===== src/rtl/bcd_updown_counter_pkg.sv =====
// Shared constants and helpers for the multi-digit BCD up/down counter.
package bcd_pkg;

    localparam int          DIGIT_W = 4;
    localparam logic [3:0]  BCD_MAX = 4'd9;

    typedef enum logic [1:0] {
        MODE_HOLD  = 2'b00,
        MODE_CLEAR = 2'b01,
        MODE_UP    = 2'b10,
        MODE_DOWN  = 2'b11
    } mode_e;

    // Out-of-range load digits are pinned to the largest legal BCD value.
    function automatic logic [DIGIT_W-1:0] clamp_digit(input logic [DIGIT_W-1:0] d);
        return (d > BCD_MAX) ? BCD_MAX : d;
    endfunction

endpackage


===== src/rtl/bcd_updown_counter_if.sv =====
// Control/data bundle between the tick generator, the counter and the digit decoders.
interface bcd_updown_counter_if #(
    parameter int NUM_DIGITS = 6
);
    logic                    tick;
    logic [1:0]              mode;
    logic                    load;
    logic [4*NUM_DIGITS-1:0] load_val;
    logic [4*NUM_DIGITS-1:0] digits;
    logic                    ovf;
    logic                    tc;
    logic                    load_err;

    modport master (
        output tick, mode, load, load_val,
        input  digits, ovf, tc, load_err
    );

    modport slave (
        input  tick, mode, load, load_val,
        output digits, ovf, tc, load_err
    );
endinterface


===== src/rtl/bcd_updown_counter_digit.sv =====
// One BCD digit of the ripple chain: steps by one when enabled and reports carry/borrow.
module bcd_digit
    import bcd_pkg::*;
(
    input  logic [DIGIT_W-1:0] i_value,
    input  logic               i_step,
    input  logic               i_down,
    output logic [DIGIT_W-1:0] o_next,
    output logic               o_carry
);

    always_comb begin
        o_next  = i_value;
        o_carry = 1'b0;
        if (i_step) begin
            if (i_down) begin
                if (i_value == '0) begin
                    o_next  = BCD_MAX;
                    o_carry = 1'b1;
                end else begin
                    o_next = i_value - 4'd1;
                end
            end else begin
                if (i_value >= BCD_MAX) begin
                    o_next  = '0;
                    o_carry = 1'b1;
                end else begin
                    o_next = i_value + 4'd1;
                end
            end
        end
    end

endmodule


===== src/rtl/bcd_updown_counter.sv =====
// Parametrised BCD up/down counter with load, clear, and saturate-or-wrap terminal handling.
module bcd_updown_counter
    import bcd_pkg::*;
#(
    parameter int NUM_DIGITS = 6,
    parameter bit WRAP       = 1'b0
) (
    input  logic                clk,
    input  logic                Rbutton,
    bcd_updown_counter_if.slave bus
);

    localparam int W = DIGIT_W * NUM_DIGITS;

    logic [W-1:0]          r_digits;
    logic                  r_ovf;
    logic                  r_tc;
    logic                  r_load_err;

    logic [W-1:0]          w_next;
    logic [W-1:0]          w_clamped;
    logic [NUM_DIGITS:0]   w_step;
    logic [NUM_DIGITS-1:0] w_bad;
    logic                  w_down;
    logic                  w_load_bad;
    logic                  w_carry_out;

    // Digit 0 always steps; enable gating happens at the register, so the chain stays purely combinational.
    assign w_step[0] = 1'b1;
    assign w_down    = bus.mode[0];

    for (genvar g = 0; g < NUM_DIGITS; g++) begin : g_digit
        bcd_digit u_digit (
            .i_value (r_digits[g*DIGIT_W +: DIGIT_W]),
            .i_step  (w_step[g]),
            .i_down  (w_down),
            .o_next  (w_next[g*DIGIT_W +: DIGIT_W]),
            .o_carry (w_step[g+1])
        );

        assign w_bad[g]                         = (bus.load_val[g*DIGIT_W +: DIGIT_W] > BCD_MAX);
        assign w_clamped[g*DIGIT_W +: DIGIT_W]  = clamp_digit(bus.load_val[g*DIGIT_W +: DIGIT_W]);
    end

    assign w_load_bad  = |w_bad;
    assign w_carry_out = w_step[NUM_DIGITS];

    always_ff @(posedge clk) begin
        if (Rbutton) begin
            r_digits   <= '0;
            r_ovf      <= 1'b0;
            r_tc       <= 1'b0;
            r_load_err <= 1'b0;
        end else begin
            r_tc       <= 1'b0;
            r_load_err <= 1'b0;
            if (bus.load) begin
                r_digits   <= w_clamped;
                r_ovf      <= 1'b0;
                r_load_err <= w_load_bad;
            end else if (bus.mode == MODE_CLEAR) begin
                r_digits <= '0;
                r_ovf    <= 1'b0;
            end else if (bus.mode[1] && bus.tick) begin
                // A saturating counter at its terminal value keeps its digits and only raises ovf.
                if (!w_carry_out || WRAP) begin
                    r_digits <= w_next;
                end
                if (w_carry_out) begin
                    if (WRAP) begin
                        r_tc <= 1'b1;
                    end else begin
                        r_ovf <= 1'b1;
                    end
                end
            end
        end
    end

    assign bus.digits   = r_digits;
    assign bus.ovf      = r_ovf;
    assign bus.tc       = r_tc;
    assign bus.load_err = r_load_err;

endmodule


===== src/flat_wrapper.sv =====
// flat-port wrapper written by rule: the top's interface ports become plain ports
module bcd_updown_counter_flat import bcd_pkg::*;
#(
    parameter int NUM_DIGITS = 6,
    parameter bit WRAP       = 1'b0
)
  (clk, Rbutton, bus_tick, bus_mode, bus_load, bus_load_val, bus_digits, bus_ovf, bus_tc, bus_load_err);
  bcd_updown_counter_if #(.NUM_DIGITS(NUM_DIGITS)) bus_i ();
  input  logic clk;
  input  logic Rbutton;
  input wire logic [$bits(bus_i.tick)-1:0] bus_tick;
  input wire logic [$bits(bus_i.mode)-1:0] bus_mode;
  input wire logic [$bits(bus_i.load)-1:0] bus_load;
  input wire logic [$bits(bus_i.load_val)-1:0] bus_load_val;
  output wire logic [$bits(bus_i.digits)-1:0] bus_digits;
  output wire logic [$bits(bus_i.ovf)-1:0] bus_ovf;
  output wire logic [$bits(bus_i.tc)-1:0] bus_tc;
  output wire logic [$bits(bus_i.load_err)-1:0] bus_load_err;
  assign bus_i.tick = bus_tick;
  assign bus_i.mode = bus_mode;
  assign bus_i.load = bus_load;
  assign bus_i.load_val = bus_load_val;
  assign bus_digits = bus_i.digits;
  assign bus_ovf = bus_i.ovf;
  assign bus_tc = bus_i.tc;
  assign bus_load_err = bus_i.load_err;
  bcd_updown_counter #(.NUM_DIGITS(NUM_DIGITS), .WRAP(WRAP)) u_core (.clk(clk), .Rbutton(Rbutton), .bus(bus_i));
endmodule

===== config.mk =====
export PLATFORM = sky130hd
export DESIGN_NAME = bcd_updown_counter_flat
export DESIGN_NICKNAME = d
export VERILOG_FILES = /design/src/rtl/bcd_updown_counter_pkg.sv /design/src/rtl/bcd_updown_counter_if.sv /design/src/rtl/bcd_updown_counter_digit.sv /design/src/rtl/bcd_updown_counter.sv /design/src/flat_wrapper.sv
export SDC_FILE = /design/constraint.sdc
export NUM_CORES = 1
export LEC_CHECK = 0
export ABC_AREA = 0
export CAP_MARGIN = 10
export CORE_AREA = 2 2 82 100
export DETAILED_ROUTE_END_ITERATION = 7
export DIE_AREA = 0 0 84 102
export PLACE_DENSITY = 0.68
export SYNTH_ARGS = -nofsm -noshare
export SYNTH_HDL_FRONTEND = slang
export SYNTH_HIERARCHICAL = 1
export SYNTH_SLANG_ARGS = --single-unit

===== constraint.sdc =====
create_clock -name clk -period 7.75 [get_ports clk]
set_input_delay 1.55 -clock clk [delete_from_list [all_inputs] [get_ports clk]]
set_output_delay 1.55 -clock clk [all_outputs]
set_load 0.01 [all_outputs]

# [After elaboration in Yosys (flattened, before gate mapping)]
# Cells that the tools add are included.
[op_classes] add_sub_neg=12 multipliers=0 div_mod_pow=0 n_lt_le_gt_ge=12 eq_ne=2 shifts=0 n_mux=56 bitwise=1 reduce_logical=23
[op_table] op="4-bit 2-to-1 mux" n=29
[op_table] op="24-bit 2-to-1 mux" n=4
[op_table] op="4-bit by 1-bit adder with 4-bit output (second input constant)" n=6
[op_table] op="4-bit greater-or-equal comparator (second input constant)" n=6
[op_table] op="4-bit > comparator (second input constant)" n=6
[op_table] op="4-bit logical NOT" n=6
[op_table] op="4-bit by 1-bit subtractor with 4-bit output (second input constant)" n=6
[op_table] op="1-bit 2-to-1 mux" n=23
[op_table] op="3-bit nonzero test" n=6
[op_table] op="3-bit AND reduction" n=5
[op_table] op="6-bit OR reduction" n=1
[op_table] op="2-bit AND reduction" n=2
[op_table] op="3-bit by 2-bit inequality test with 1-bit output (second input constant)" n=1
[op_table] op="3-bit OR reduction" n=1
[op_table] op="2-bit by 1-bit == test with 1-bit output (second input constant)" n=1
[op_table] op="2-bit OR reduction" n=1
[op_table] op="1-bit logical AND" n=1
[op_table] op="1-bit inverter" n=1
[totals] register_bits=26 latch_bits=0 mem_bits_rw=0 rom_bits=0 inputBits=30 out_inout_bits=27 elab_cells=114 memories=0

# [Depth between registers and ports, before layout]
# Gate-level depths: netlist of the first run.
[logic_depth] ltp_word=12 mapped_depth=20 ltp_nobuf=14

# [Hierarchy]
# The synthesis of the first run kept the hierarchy.
[by_module_without_submodules] mod="bcd_digit" n_inst=6 cells_per_inst=44 area_each_um2=310.3 seq_area_each_um2=0.0
[by_module_without_submodules] mod="bcd_updown_counter" n_inst=1 cells_per_inst=159 area_each_um2=1498.9 seq_area_each_um2=520.5

# [Least setup slack after synthesis of the first run]
# No wires, ideal clock.
[synth_timing] path_type="input-to-reg" start="input bus_mode[0]" end="register u_core.r_digits[19] (netlist: u_core/bus.digits[19])" setup_ps=87 arrival_time_ps=4474 t_required_ps=7663 slack_ps=3189 cell_stages=17 n_path_buf=6 path_cell_list="and3b_1 nand2_1 a21boi_0 buf_2 a21boi_0 buf_2 a21boi_0 buf_2 a21boi_0 buf_2 a21boi_0 buf_2 a21boi_0 nand3b_2 clkbuf_1 o211ai_1 a221oi_2"
[synth_between] elab_chain_cells=8 elab_cells_between_ends=22
[synth_rtl] item="start, declared" line_no="flat_wrapper.sv:12" rtl="input wire logic [$bits(bus_i.mode)-1:0] bus_mode;"
[synth_rtl] item="1-bit 2-to-1 mux" line_no="bcd_updown_counter_digit.sv:16" rtl="if (i_down) begin"
[synth_rtl] item="named net u_core.w_step[1]" line_no="bcd_updown_counter.sv:22" rtl="logic [NUM_DIGITS:0] w_step;"
[synth_rtl] item="1-bit 2-to-1 mux" line_no="bcd_updown_counter_digit.sv:15" rtl="if (i_step) begin"
[synth_rtl] item="named net u_core.w_step[2]" line_no="bcd_updown_counter.sv:22"
[synth_rtl] item="1-bit 2-to-1 mux" line_no="bcd_updown_counter_digit.sv:15"
[synth_rtl] item="named net u_core.w_step[3]" line_no="bcd_updown_counter.sv:22"
[synth_rtl] item="1-bit 2-to-1 mux" line_no="bcd_updown_counter_digit.sv:15"
[synth_rtl] item="named net u_core.w_step[4]" line_no="bcd_updown_counter.sv:22"
[synth_rtl] item="1-bit 2-to-1 mux" line_no="bcd_updown_counter_digit.sv:15"
[synth_rtl] item="named net u_core.w_step[5]" line_no="bcd_updown_counter.sv:22"
[synth_rtl] item="1-bit 2-to-1 mux" line_no="bcd_updown_counter_digit.sv:15"
[synth_rtl] item="named net u_core.w_carry_out" line_no="bcd_updown_counter.sv:26" rtl="logic w_carry_out;"
[synth_rtl] item="3-bit by 2-bit inequality test with 1-bit output (no source line)"
[synth_rtl] item="3-bit AND reduction (no source line)"
[synth_rtl] item="end signal, assigned" line_no="bcd_updown_counter.sv:58" rtl="r_digits <= w_clamped;"
[synth_rtl] item="end signal, assigned" line_no="bcd_updown_counter.sv:67" rtl="r_digits <= w_next;"
[synth_rtl] item="end, declared" line_no="bcd_updown_counter.sv:15" rtl="logic [W-1:0] r_digits;"
# The timed path passes the listed nets, and every way through them passes these cells. The select of a mux whose other input is x is not followed.
# A chain may end at the register's enable or synchronous reset.

# [Worst setup path after layout of the first run]
[layout_timing] start="input bus_mode[0]" end="register u_core.r_digits[13] (netlist: u_core/bus.digits[13])"
[layout_between] elab_chain_cells=8 elab_cells_between_ends=22
[layout_rtl] item="1-bit 2-to-1 mux" line_no="bcd_updown_counter_digit.sv:16"
[layout_rtl] item="1-bit 2-to-1 mux *" line_no="bcd_updown_counter_digit.sv:15"
[layout_rtl] item="named net u_core.w_step[2]" line_no="bcd_updown_counter.sv:22"
[layout_rtl] item="1-bit 2-to-1 mux *" line_no="bcd_updown_counter_digit.sv:15"
[layout_rtl] item="named net u_core.w_step[3]" line_no="bcd_updown_counter.sv:22"
[layout_rtl] item="1-bit 2-to-1 mux *" line_no="bcd_updown_counter_digit.sv:15"
[layout_rtl] item="named net u_core.w_step[4]" line_no="bcd_updown_counter.sv:22"
[layout_rtl] item="1-bit 2-to-1 mux *" line_no="bcd_updown_counter_digit.sv:15"
[layout_rtl] item="named net u_core.w_step[5]" line_no="bcd_updown_counter.sv:22"
[layout_rtl] item="1-bit 2-to-1 mux *" line_no="bcd_updown_counter_digit.sv:15"
[layout_rtl] item="named net u_core.w_carry_out" line_no="bcd_updown_counter.sv:26"
[layout_rtl] item="3-bit by 2-bit inequality test with 1-bit output (no source line) *"
[layout_rtl] item="3-bit AND reduction (no source line) *"
# Mark *: on every way through the listed nets, which the timed path passes. The rest lies on a longest branch. The select of a mux whose other input is x is not followed.

==> run_results.csv, run 1 <==
group,metric,value,unit
synth,synthAdderAreaFrac,8.94,%
synth,seq_area_frac_synth,15.5,%
route,drtIter0Drc,222,
worst_hold_path,hp-start,"u_core/bus.ovf",
clock_network,htreeDepth,1,
job,cap_violations,0,
clock_network,postCtsHoldBufs,0,
worst_setup_path,reg2regPathDepth,17,
synth,async_flop_share,0,%
place,dpl.hpwl,6230,um
run_status,status,"complete, no violations",
place,place_area,3830,um2
final_layout,final_layout_size_suffix_gt1_share,13.7,%
synth,synth_xor_area_share,0,%
place,gp_congestion,0.876,
synth,ys.flop_type,"dfxtp_1",
grt,antenna_found_initial,0,
synth,yosys_register_bits,26,
worst_setup_path,end_kind,"flip-flop",
route,wl,8560,um
timing,timing.final.ws_setup,1340,ps
grt,grt_pass1_vias,3030,
synth,syn_area_per_cell,7.94,um2
timing,grt_setup_unrepaired,"false",
clock_network,clock_latency,270,ps
pwr,vdd_drop_max,88.2,uV
worst_setup_path,r2r_end,"u_core/bus.digits[13]",
route,num_vias,3313,
synth,synthesis.yosys.warnings,6,
synth,synth_nets,477,
grt,grt_max_degree,31,
route,dr.pass1.iters,6,
timing,period_share,82.8,%
timing,tns,0,ps
timing,final-max-slew-violation-count,0,
die,die_h,102,um
timing,slew_headroom,33.9,%
place,dp_slack,1140,ps
timing,max_freq,156,MHz
pwr,p_leak,1.39,nW
clock_network,clk_pin_slew,90,ps
worst_setup_path,crit_type,"in -> reg",
die,rows,35,
clock_network,cts_sinks,26,
timing,tightest_slew,982,ps
worst_setup_path,crit_path_start,"bus_mode[0]",
place,place.port_buffers,55,
synth,synth.area.mux_share,1.79,%
synth,mappedNetlistArea,3360,um2
route,drc_errors,0,
timing,whs,557,ps
synth,synth_edf_count,0,
die,fp.dieW,84,um
die,ioPinCount,57,
pwr,pwr_density_cell,116,nW/um2
route,antenna_left,0,
clock_network,cts_setup_buffers,0,
synth,synth_top_family_by_area,"compound AO/OA/AOI/OAI gates",
synth,synth.distinct_cells,41,
final_layout,fin_nets,508,
clock_network,tritoncts,"built",
worst_hold_path,hold_end,"u_core/bus.ovf",
timing,finalHoldViolations,0,
worst_setup_path,r2r-start,"u_core/bus.digits[0]",
clock_network,clockBufferDepth,2,
timing,finalCriticalPeriod,6410,ps
grt,grt_usage,19.9,%
synth,synth_simple_gate_area_share,23.0,%
clock_network,cts_buffers,3,
worst_hold_path,holdPathStages,2,
final_layout,antennaDiodeCount,0,
final_layout,area_growth,15.5,%
worst_setup_path,reg2reg_setup_slack,2560,ps
timing,setup_viol,0,
grt,grt_overflow,0,
worst_setup_path,worstPathRequired,7880,ps
pwr,finalPower,0.450,mW
clock_network,cts_resized,0,
worst_setup_path,crit_arrival,6550,ps
route,drt-vias-per-instance,6.08,
clock_network,cts_root_buf,"clkbuf_8",
die,initial_core_util,44.4,%
synth,synth_compound_area_share,36.8,%
worst_setup_path,cp_max_fo,28,
final_layout,final_area,3880,um2
worst_hold_path,hold_path.class,"reg -> reg",
die,fp.dieArea,8570,um2
grt,grt_pass1_wl,14300,um
route,wl_per_cell,15.7,um
timing,skew,2.65,ps
worst_setup_path,start_kind,"input pin",
die,core_region_area,7580,um2
synth,syn_inst,423,
-- where the power goes --
part           switching, mW  internal, mW  leakage, nW
Sequential            0.0266         0.143        0.215
Clock                 0.0425        0.0454       0.0288
Combinational         0.0952        0.0974         1.15
-- worst max-delay path by stage --
stage	cells past startpoint	slack, ps	to
final	15	1340	u_core/bus.digits[13]
after global routing	16	840	u_core/bus.digits[14]
after CTS	15	1420	u_core/bus.digits[13]
after detailed placement	15	1140	u_core/bus.digits[13]
after global placement	15	1240	u_core/bus.digits[15]
after floorplan	17	3190	u_core/bus.digits[19]
-- area by class of cell --
| cell class | instances | area (um2) |
|---|---|---|
| clock buffer | 4 | 55.1 |
| sequential | 26 | 520 |
| timing repair buffer | 61 | 596 |
| multi-input combinational | 304 | 2380 |
| tap | 92 | 115 |
| inverter | 58 | 218 |
| fill | 710 | 3690 |
-- cells in the mapped netlist (all sizes together), types with 2 or more instances --
| master | n | area share, % |
|---|---|---|
| a21o | 3 | 0.67 |
| inv | 58 | 6.5 |
| or3b | 12 | 3.6 |
| o22ai | 6 | 1.1 |
| buf | 26 | 6.3 |
| clkbuf | 9 | 1.0 |
| nor2b | 6 | 1.1 |
| ha | 24 | 8.9 |
| a31oi | 7 | 1.3 |
| a2111oi | 12 | 3.1 |
| nor4b | 7 | 1.8 |
| nor2 | 12 | 1.3 |
| o31ai | 6 | 1.3 |
| dfxtp | 26 | 15 |
| o21a | 3 | 0.67 |
| a221o | 6 | 1.8 |
| nand3 | 12 | 1.8 |
| a311o | 6 | 1.8 |
| o211ai | 30 | 6.7 |
| and3b | 6 | 1.6 |
| a21boi | 6 | 1.3 |
| nand2b | 7 | 1.3 |
| nor3b | 6 | 1.3 |
| conb | 2 | 0.22 |
| mux2i | 6 | 1.8 |
| o221ai | 6 | 1.6 |
| o21ai | 18 | 2.7 |
| nand3b | 13 | 3.0 |
| a21oi | 12 | 2.5 |
| nand2 | 31 | 3.5 |
| a221oi | 24 | 10 |
| or2 | 12 | 2.2 |
-- stage by stage --
| step | cells | utilization, % |
|---|---|---|
| final | 545 | 51.2 |
| after global placement | 541 | 50.5 |
| after detailed placement | 541 | 50.5 |
| after global routing | 545 | 51.2 |
| after floorplan | 423 | - |
| after CTS | 545 | 51.2 |
-- cell usage in the layout, fill, tap and decap left out, types with 2 or more instances in the layout --
cell type	synthesis	final
a311o_1	6	6
or2_2	12	12
a221o_1	6	6
nor2_1	12	12
o211ai_1	30	30
clkdlybuf4s50_1	0	55
a2111oi_0	12	12
conb_1	2	2
nand3b_1	12	12
or3b_2	6	6
o31ai_1	6	6
a21oi_2	6	6
dfxtp_1	26	26
ha_1	24	24
nor3b_1	6	6
inv_1	58	58
and3b_1	6	6
nor2b_1	6	6
nand2b_1	7	7
a221oi_1	4	4
nand2_1	31	31
o21ai_0	18	18
buf_4	7	6
o21a_1	3	3
o221ai_1	6	6
mux2i_1	6	6
a21boi_0	6	6
a21o_1	3	3
nand3_1	12	12
a31oi_1	7	7
o22ai_1	6	6
clkbuf_8	0	4
or3b_4	6	6
a221oi_2	20	20
a21oi_1	6	6
nor4b_1	7	7
-- sequential cells by signal (all words and copies together) (netlist names) --
register and flops:
u_core/bus.ovf 1, u_core/bus.load_err 1, u_core/bus.digits 24
-- layer usage --
layer | wire, um | GRT usage (%)
met1 | 3850 | 26.6
met2 | 4150 | 34.8
met3 | 455 | 1.86
met4 | 104 | 4.71
met5 | 0 | 0
-- critical path, stage by stage --
cell and delay [ps]:
clkdlybuf4s50_1 820, buf_4 420, and3b_1 230, nand2_1 50
a21boi_0 240, buf_4 210, a21boi_0 180, buf_4 180
a21boi_0 170, buf_4 180, a21boi_0 790, a21boi_0 320
nand3b_2 480, and3_4 540, a221oi_1 160
-- kinds of logic (layout without fill, tap and decap cells) --
family / after synthesis / in the layout
other: 2 / 2
buffers and inverters: 93 / 123
flip-flops: 26 / 26
multiplexers: 6 / 6
adder cells (fa/ha/maj): 24 / 24
AND/OR/NAND/NOR: 126 / 126
AO/OA/AOI/OAI: 146 / 146
Power figures use the tool's default switching activity.
==> inputs of run 2 (changes only) <==
Settings changed: PLACE_DENSITY 0.68 to 0.71.
Clock period 7.75 ns to 5.55 ns, I/O delays scaled along.
==> run_results.csv, run 2 (synthesized netlist as in run 1, its figures left out) <==
group,metric,value,unit
run_status,status,"complete, no violations",
clock_network,cts_sinks,26,
pwr,switchingPower,0.238,mW
grt,antenna_found_initial,0,
pwr,combPwrFrac,40.5,%
grt,grt_pass1_wl,14900,um
final_layout,largest_reg_flops,24,
final_layout,final_area,3940,um2
timing,max_freq,200,MHz
timing,timing.final.ws_setup,539,ps
grt,grt_max_degree,27,
final_layout,antennaDiodeCount,0,
clock_network,cts_root_buf,"clkbuf_8",
timing,tightest_slew,1120,ps
clock_network,postCtsHoldBufs,0,
worst_setup_path,crit_type,"in -> reg",
clock_network,cts_resized,0,
route,drtIter0Drc,223,
worst_setup_path,cp_common_cell,"a21boi_0",
timing,slew_headroom,25.4,%
grt,grt_overflow,0,
route,wl_per_cell,16.2,um
timing,finalHoldViolations,0,
pwr,p_sw_share,35.4,%
worst_setup_path,cp_max_fo,24,
pwr,vdd_drop_max,131,uV
place,place.port_buffers,55,
place,dp_slack,258,ps
grt,grt_usage,20.6,%
die,die_h,102,um
timing,setup_viol,0,
pwr,clockPowerShare,24.2,%
clock_network,cts_buffers,3,
final_layout,area_growth,17.1,%
worst_setup_path,end_kind,"flip-flop",
worst_setup_path,crit_slowest_cell,"clkdlybuf4s50_1",
timing,finalCriticalPeriod,5010,ps
timing,skew,14.1,ps
timing,tns,0,ps
place,dpl.hpwl,6420,um
clock_network,htreeDepth,1,
clock_network,cts_setup_buffers,0,
job,cap_violations,0,
die,ioPinCount,57,
timing,whs,581,ps
final_layout,final_cell_mix,"inv_1, clkdlybuf4s50_1, nand2_1",
grt,grt_pass1_vias,3192,
clock_network,clockBufferDepth,2,
route,drc_errors,0,
worst_hold_path,hold_path.class,"reg -> reg",
die,initial_core_util,44.4,%
final_layout,final_common_cell,"inv_1",
worst_setup_path,start_kind,"input pin",
pwr,finalPower,0.672,mW
route,drt-vias-per-instance,6.24,
pwr,p_int,0.434,mW
die,fp.dieW,84,um
route,num_vias,3431,
die,rows,35,
route,wl,8940,um
place,gp_congestion,0.903,
worst_setup_path,cp_slowest_stage_delay,790,ps
route,antenna_left,0,
pwr,seqPwrFrac,35.3,%
timing,grt_setup_unrepaired,"false",
final_layout,fin_nets,513,
clock_network,tritoncts,"built",
clock_network,clk_pin_slew,90,ps
timing,final-max-slew-violation-count,0,
worst_setup_path,crit_arrival,5150,ps
final_layout,final_layout_size_suffix_gt1_share,14.6,%
die,fp.dieArea,8570,um2
place,place_area,3860,um2
die,core_region_area,7580,um2
pwr,p_leak,1.42,nW
timing,period_share,90.3,%
clock_network,clock_latency,280,ps
pwr,pwr_density_cell,171,nW/um2
worst_setup_path,path_cells,"clkdlybuf4s50_1 -> and3b_1 -> nand2_1 -> a21boi_0 -> a21boi_0 -> buf_4 -> a21boi_0 -> a21boi_0 -> buf_4 -> a21boi_0 -> buf_4 -> a21boi_0 -> nand3b_2 -> and3_4 -> a221oi_1",
worst_setup_path,worstPathRequired,5680,ps
route,dr.pass1.iters,6,
-- run 2: cell type report --
class / count / area (um2)
fill: 721 / 3640
inverter: 58 / 218
multi-input combinational: 304 / 2380
sequential: 26 / 520
tap: 92 / 115
clock buffer: 3 / 41.3
timing repair buffer: 66 / 633
clock inverter: 1 / 30.0
-- run 2: metrics by stage --
step                instances  utilization (%)
floorplan                 423                -
CTS                       550             52.0
detailed placement        546             51.0
global route              550             52.0
finish                    550             52.0
global placement          546             51.0
-- run 2: worst paths after layout --
path                            slack, ps  cells past startpoint               endpoint            startpoint
worst max register to register       1220                     16  u_core/bus.digits[13]  u_core/bus.digits[0]
worst max-delay path                  540                     15  u_core/bus.digits[13]           bus_mode[0]
worst min-delay path                  580                      2   u_core/bus.digits[5]  u_core/bus.digits[5]
worst min register to register        580                      2   u_core/bus.digits[5]  u_core/bus.digits[5]
-- run 2: critical path, delay by kind of cell --
family	cells	cell delay [ps]
AO/OA/AOI/OAI	7	1490
AND/OR/NAND/NOR	4	1180
buffers and inverters	4	1360
-- run 2: metal layers --
metal  track usage, %  share of wire (%)
met1             26.4                 44
met2             36.9                 48
met3             2.50                6.6
met4             5.46                1.4
met5                0                  0
-- run 2: power by group through the flow --
| stage | clock (mW) | combinational (mW) | sequential [mW] |
|---|---|---|---|
| floorplan | 0 | 0.198 | 0.228 |
| global placement | 0 | 0.263 | 0.241 |
| detailed placement | 0 | 0.268 | 0.241 |
| CTS | 0.167 | 0.269 | 0.237 |
| global route | 0.176 | 0.297 | 0.242 |
| finish | 0.163 | 0.272 | 0.237 |
